[config.mk]
export PLATFORM = sky130hd
export DESIGN_NAME = seg7_scan_display
export DESIGN_NICKNAME = d
export VERILOG_FILES = /design/src/rtl/seg7_scan_display.sv
export SDC_FILE = /design/constraint.sdc
export NUM_CORES = 1
export LEC_CHECK = 0
export ABC_AREA = 1
export CAP_MARGIN = 10
export CORE_MARGIN = 2
export CORE_UTILIZATION = 66
export CTS_BUF_LIST = sky130_fd_sc_hd__clkbuf_8
export DETAILED_ROUTE_END_ITERATION = 6
export DONT_BUFFER_PORTS = 1
export PLACE_DENSITY_LB_ADDON = 0.25
export SYNTH_ARGS = -nofsm -noshare
export SYNTH_HDL_FRONTEND = slang
export SYNTH_SLANG_ARGS = --single-unit
export TNS_END_PERCENT = 1
[constraint.sdc]
create_clock -name clk -period 2.2 [get_ports clk]
set_input_delay 0.44 -clock clk [delete_from_list [all_inputs] [get_ports clk]]
set_output_delay 0.44 -clock clk [all_outputs]
set_load 0.05 [all_outputs]
[src/rtl/seg7_scan_display.sv]
// Multiplexed 4-digit common-anode seven-segment driver.
// The CPU word is double-buffered: load writes a pending register, and the
// displayed word is only replaced when the scan wraps from digit 3 to digit 0,
// so a frame never mixes nibbles from two different words.
module seg7_scan_display #(
    parameter int unsigned REFRESH_DIV = 50000
) (
    input  logic        clk,
    input  logic        reset,
    input  logic [15:0] data_in,
    input  logic        load,
    input  logic        blank_lz,
    input  logic [3:0]  dp_en,
    output logic [3:0]  digit,
    output logic [7:0]  segment,
    output logic [15:0] shown,
    output logic        frame
);

    localparam int unsigned CNT_W = (REFRESH_DIV > 1) ? $clog2(REFRESH_DIV) : 1;
    localparam logic [CNT_W-1:0] CNT_MAX = CNT_W'(REFRESH_DIV - 1);

    // Hex nibble to active-low {g,f,e,d,c,b,a}.
    function automatic logic [6:0] hex7(input logic [3:0] nib);
        logic [6:0] seg;
        case (nib)
            4'h0:    seg = 7'h40;
            4'h1:    seg = 7'h79;
            4'h2:    seg = 7'h24;
            4'h3:    seg = 7'h30;
            4'h4:    seg = 7'h19;
            4'h5:    seg = 7'h12;
            4'h6:    seg = 7'h02;
            4'h7:    seg = 7'h78;
            4'h8:    seg = 7'h00;
            4'h9:    seg = 7'h10;
            4'hA:    seg = 7'h08;
            4'hB:    seg = 7'h03;
            4'hC:    seg = 7'h46;
            4'hD:    seg = 7'h21;
            4'hE:    seg = 7'h06;
            default: seg = 7'h0E;
        endcase
        return seg;
    endfunction

    logic [CNT_W-1:0] r_cnt;
    logic [1:0]       r_idx;
    logic [15:0]      r_pending;
    logic             r_pend_v;
    logic [15:0]      r_shown;
    logic [3:0]       r_digit;
    logic [7:0]       r_segment;
    logic             r_frame;

    logic             w_cnt_last;
    logic             w_wrap;
    logic [3:0]       w_nib;
    logic             w_z3;
    logic             w_z2;
    logic             w_z1;
    logic [3:0]       w_blank;
    logic [3:0]       w_digit_nxt;
    logic [7:0]       w_segment_nxt;

    assign w_cnt_last = (r_cnt == CNT_MAX);
    // Last cycle of the digit-3 slot: the edge that moves idx from 3 to 0.
    assign w_wrap     = w_cnt_last && (r_idx == 2'd3);

    assign w_nib = r_shown[{r_idx, 2'b00} +: 4];

    // A digit is a leading zero only if it and every higher nibble are zero.
    assign w_z3 = (r_shown[15:12] == 4'h0);
    assign w_z2 = (r_shown[11:8] == 4'h0);
    assign w_z1 = (r_shown[7:4] == 4'h0);

    assign w_blank[3] = blank_lz && w_z3;
    assign w_blank[2] = blank_lz && w_z3 && w_z2;
    assign w_blank[1] = blank_lz && w_z3 && w_z2 && w_z1;
    assign w_blank[0] = 1'b0;

    // Next anode/cathode pattern for the slot currently being scanned.
    always_comb begin
        w_digit_nxt   = 4'b1111;
        w_segment_nxt = 8'hFF;
        if (!w_blank[r_idx]) begin
            w_digit_nxt   = ~(4'b0001 << r_idx);
            w_segment_nxt = {~dp_en[r_idx], hex7(w_nib)};
        end
    end

    // Dwell counter and scan index.
    always_ff @(posedge clk or negedge reset) begin
        if (!reset) begin
            r_cnt <= '0;
            r_idx <= 2'd0;
        end else if (w_cnt_last) begin
            r_cnt <= '0;
            r_idx <= r_idx + 2'd1;
        end else begin
            r_cnt <= r_cnt + 1'b1;
        end
    end

    // Pending word; a new load outranks the clear caused by a commit.
    always_ff @(posedge clk or negedge reset) begin
        if (!reset) begin
            r_pending <= 16'h0000;
            r_pend_v  <= 1'b0;
        end else begin
            if (load) begin
                r_pending <= data_in;
                r_pend_v  <= 1'b1;
            end else if (w_wrap) begin
                r_pend_v  <= 1'b0;
            end
        end
    end

    // Commit the pending word at the frame boundary (pre-edge pending value).
    always_ff @(posedge clk or negedge reset) begin
        if (!reset) begin
            r_shown <= 16'h0000;
        end else if (w_wrap && r_pend_v) begin
            r_shown <= r_pending;
        end
    end

    // Registered display outputs and frame strobe.
    always_ff @(posedge clk or negedge reset) begin
        if (!reset) begin
            r_digit   <= 4'b1111;
            r_segment <= 8'hFF;
            r_frame   <= 1'b0;
        end else begin
            r_digit   <= w_digit_nxt;
            r_segment <= w_segment_nxt;
            r_frame   <= w_wrap;
        end
    end

    assign digit   = r_digit;
    assign segment = r_segment;
    assign shown   = r_shown;
    assign frame   = r_frame;

endmodule

# Yosys cells after proc, flatten, opt, wreduce, memory -nomap -nowiden
# Memory sizes are Yosys's and may differ from the RTL's.
# Index checks and enable logic that the tools add are counted.
# totals
ff_bits	64
romBits	112
inputBits	24
word_cells	36
memories	1
# mem_list
name	depth	width	read_ports	rd_ports_with_merged_regs	write_ports	line_no	text
(no name shown)	16	7	1	0	0	26	case (nib)
# classes
add_sub_neg	2
magnitude_cmp	1
n_eq_ne	2
n_shift	2
n_mux	9
bitwise	2
n_reduce_logical	9
# ops
op	count
16-bit by 1-bit adder with 16-bit output (second input constant)	1
16-bit == test (second input constant)	1
16-bit two-way mux	1
16-bit by 5-bit indexed part select with 4-bit output	1
4-bit logical NOT	3
8-bit two-way mux	1
1-bit logical AND	5
1-bit binary-select mux with 2-bit select	2
1-bit two-way mux	4
4-bit two-way mux	1
4-bit inverter	1
1-bit by 2-bit << shifter with 4-bit output (first input constant)	1
2-bit by 3-bit less-than comparator with 1-bit output (second input constant)	1
2-bit by 1-bit adder with 2-bit output (second input constant)	1
2-bit == test (second input constant)	1
2-bit nonzero test	1
1-bit inverter	1

# Longest topological paths before layout
# depth
word_depth	7
mapped_depth	11
depth_no_buf	10

# Worst setup path after synthesis
# No wires, ideal clock.
# synth_timing
path_kind	reg2reg
startpoint	reg r_shown[0], in the netlist shown[0]
endpoint	reg r_segment[0], in the netlist segment[0]
setup_ns	0.086
arrival_ns	1.541
t_required_ns	2.114
path_slack_ns	0.573
stages_incl_launch_ff	10
path_buffers	0
period_less_slack_ns	1.627
path_cell_list	dfrtp_1 -> nand2_1 -> nand2_1 -> o21ai_2 -> inv_1 -> ha_1 -> nand3_1 -> nor2_1 -> nor2_1 -> nand3_1
# synth_between
elab_chain_cells	3
# synth_rtl
item	line_no	text
start: declaration	51	logic [15:0] r_shown;
start signal: assignment	125	r_shown <= r_pending;
16-bit by 5-bit indexed part select with 4-bit output	70	assign w_nib = r_shown[{r_idx, 2'b00} +: 4];
memory 16 x 7 bit	n/a	
8-bit two-way mux	86	if (!w_blank[r_idx]) begin
net w_segment_nxt[0]	64	logic [7:0] w_segment_nxt;
end signal: assignment	137	r_segment <= w_segment_nxt;
end: declaration	53	logic [7:0] r_segment;
# The timed path passes the listed nets, and every way through them passes these cells.
# A chain may end at the register's enable or synchronous reset.

# Worst setup path in the final report
# layout_timing
startpoint	reg r_idx[0]
endpoint	reg r_segment[0], in the netlist segment[0]
# layout_between
elab_chain_cells	3
elab_cells_between_ends	5
cone_classes	shift: 1; mux: 3; memory: 1
# layout_rtl
item	line_no	text
start: declaration	48	logic [1:0] r_idx;
start signal: assignment	99	r_idx <= r_idx + 2'd1;
16-bit by 5-bit indexed part select with 4-bit output / 1-bit binary-select mux with 2-bit select (equally long branches)	70, 86	
memory 16 x 7 bit / 1-bit two-way mux (equally long branches)	n/a	
8-bit two-way mux (*)	86	
net w_segment_nxt[0]	64	
# Mark *: on every way through the listed nets, which the timed path passes. The rest lies on a longest branch. The select of a mux whose other input is x is not followed.

==> flow_metrics.tcl <==
set metrics [dict create \
    outcome "finished clean" \
    tritoncts_clock_tree "yes" \
    synth-seq-cells 64 \
    crit_type "flop to flop" \
    synth_edf_count 0 \
    skew_ns 0.00793 \
    cellLeakagePower_uw 0.00179 \
    vdd_drop_max_uv 514 \
    std_cell_rows 25 \
    grt_first_pass_wirelength_um 9950 \
    num_antenna_cells 0 \
    place_congestion 0.847 \
    port-buffer-count 0 \
    drt-initial-drc-count 142 \
    setup_viol_count_final 0 \
    final_hold_viol_count 0 \
    worst_r2r_path_depth 10 \
    yosysMostFrequentCell "nand2_1" \
    postRouteAntennaNets 0 \
    cts.reportedPaths.clkPinSlew_ns 0.07 \
    synth-seq-area-share_pct 50.5 \
    cts-root-buf "clkbuf_8" \
    ys_types 30 \
    via_per_inst 5.55 \
    drc 0 \
    antenna_violations_before_repair 0 \
    postSynthNetCount 424 \
    io_pins 53 \
    netlist.top_cell.by_area "dfrtp_1" \
    die_height_um 73.6 \
    unrepaired_setup_endpoints_after_global_routing "false" \
    die-area_sq_um 5420 \
    fill_cells 342 \
    dr.pass1.iters 4 \
    all_layer_gr_usage_pct 24.3 \
    maxCapViolations 0 \
    first_global_vias 2217 \
    dieWidth_um 73.6 \
    cp.arrival_ns 2.14 \
    synth.cells.most_frequent "nand2_1 (148), dfrtp_1 (52), nor2_1 (33), nand3_1 (31), inv_1 (29)" \
    clk_latency_ns 0.34 \
    hpwlAfterDp_um 4250 \
    netlist_area_sq_um 3200 \
    min-delay-path-class "primary input to flop" \
    setup_slack_ns 0.324 \
    crit_fanout 15 \
    detailroute.via_count 2509 \
    asyncSetResetFlopFracSynth_pct 100 \
    syn2layout_area_growth_pct 9.03 \
    post_route_cells_drive_above_1_share_pct 12.8 \
    routed_wirelength_um 6070 \
    start_util_pct 68.2 \
    place_worst_setup_slack_ns 0.226 \
    numClockSinks 64 \
    synthesis.area_per_instance_sq_um 8.22 \
    tritoncts.num_buffers 9 \
    yosys-top-cells-area "dfrtp_1 (41%), nand2_1 (17%), dfstp_2 (9.9%)" \
    synth_warnings 0 \
    h-tree-depth 3 \
    netlist_instances 389 \
    max-clock-path-buffers 2 \
    setup_total_negative_slack_ns 0 \
    post-synth-top-area-fraction_pct 40.7 \
    critPathLaunchType "flop" \
    min_period_ns 1.88 \
    worst_slew_margin_rel_pct 57.6 \
    synth_flop_cell "dfrtp_1" \
    grt_max_degree 65 \
    gr-total-overflow 0 \
    post_drt_wl_per_cell_um 13.4 \
    post-cts-setup-buffer-count 0 \
    worst_hold_slack_across_all_endpoints_ns 0.205 \
    cp_endpoint_kind "flop" \
    hold_depth 2 \
    slew_viol_final 0 \
    design.final.nets 428 \
    core_sq_um 4690 \
    cellPowerDensity_nw_per_um2 716 \
    timing_worst_slew_pin_value_ns 0.636 \
    finalCritPeriodShare_pct 85.3 \
    achievable-frequency_mhz 533 \
    cp_data_required_time_ns 2.47 \
]
-- power breakdown --
group	switching (uW)	leakage (uW)	internal [uW]	total, uW
logic	41.4	0.000870	19.9	61.3
clock network	460	0.000116	753	1210
registers	17.4	0.000801	1210	1220
total	518	0.00179	1980	2500
-- layout by cell type (no fill, tap or decap) --
| cell | n |
|---|---|
| clkinv_2 | 1 |
| nand2_1 | 148 |
| or2_2 | 1 |
| o21ai_2 | 1 |
| buf_16 | 1 |
| dlygate4sd3_1 | 1 |
| nor2_2 | 3 |
| nand4_1 | 17 |
| clkbuf_8 | 9 |
| clkinvlp_4 | 2 |
| ha_1 | 11 |
| nand2_2 | 3 |
| nand3_1 | 31 |
| dfrtp_1 | 51 |
| dfrtp_2 | 1 |
| inv_2 | 3 |
| inv_6 | 1 |
| nand3b_1 | 2 |
| bufinv_16 | 3 |
| nand4_4 | 1 |
| nor2_4 | 3 |
| o21ai_1 | 1 |
| o21bai_1 | 1 |
| a21oi_1 | 2 |
| o21ai_0 | 6 |
| inv_1 | 29 |
| o22ai_1 | 1 |
| clkinv_1 | 1 |
| xor2_1 | 7 |
| nor3_1 | 4 |
| nand3_2 | 2 |
| o21a_1 | 1 |
| dfstp_2 | 12 |
| nor2_1 | 33 |
| buf_4 | 4 |
-- kinds of logic (layout without fill, tap and decap cells) --
| logic type | after synthesis | after routing | share of synthesized area (%) |
|---|---|---|---|
| buffers and inverters | 46 | 55 | 6.69 |
| adders and majority gates | 11 | 11 | 4.30 |
| and+or+nand+nor | 248 | 248 | 34.2 |
| xor gates and xnor gates | 7 | 7 | 1.92 |
| DFF | 64 | 64 | 50.5 |
| AOI/OAI and AO/OA | 13 | 13 | 2.35 |
-- per-layer routing --
metal / vias up / GRT usage, % / part of all wire (%)
met5: - / 0 / 0
met4: 0 / 8.89 / 1.4
met3: 11 / 8.37 / 6.0
met2: 87 / 36.9 / 48
met1: 1166 / 32.5 / 45
li1: 1245 / - / -
-- worst paths after layout --
path	slack [ns]	endpoint	startpoint
worst max-delay path	0.32	segment[0]	r_idx[0]
worst min-delay path	0.20	r_pending[9]	load
worst max register to register	0.32	segment[0]	r_idx[0]
worst min register to register	0.46	r_cnt[0]	r_cnt[0]
max in group asynchronous	1.29	digit[2]	reset
min in group asynchronous	0.63	r_cnt[13]	reset
-- layout make-up --
class	count	area, sq um	area share [%]
clock inverter	7	119	3.41
inverter	33	124	3.55
tap	54	67.6	1.94
timing repair buffer	6	67.6	1.94
sequential	64	1620	46.4
multi-input combinational	279	1370	39.2
clock buffer	9	124	3.55
-- metrics by stage --
step	area [sq um]	utilization [%]	total power (uW)	cells
after global routing	3490	74.3	2570	452
after detailed placement	3210	68.3	1280	434
after CTS	3490	74.3	2510	452
after floorplan	3200	-	1270	389
final	3490	74.3	2500	452
after global placement	3210	68.3	1280	434
-- registers in the layout, indices dropped and copies added, names as in the netlist --
name and flops:
frame 1, r_idx 2, segment 8, r_cnt 16, r_pending 16, r_pend_v 1, digit 4, shown 16
-- repair_timing --
action	in CTS	in global routing
endpoints found under the setup margin	0	1
hold buffers	2	0
endpoints found under the hold margin	64	0
gates resized for setup	0	1
-- worst max-delay path, cell delays in order (launching register included) --
cell and delay, ns:
dfrtp_2 0.52, inv_2 0.16, nand2_1 0.08, nand2_1 0.06
o21ai_2 0.26, inv_1 0.13, ha_1 0.23, nand3_1 0.09
nor2_1 0.04, nor2_1 0.13, nand3_1 0.09
Power figures use the tool's default switching activity.
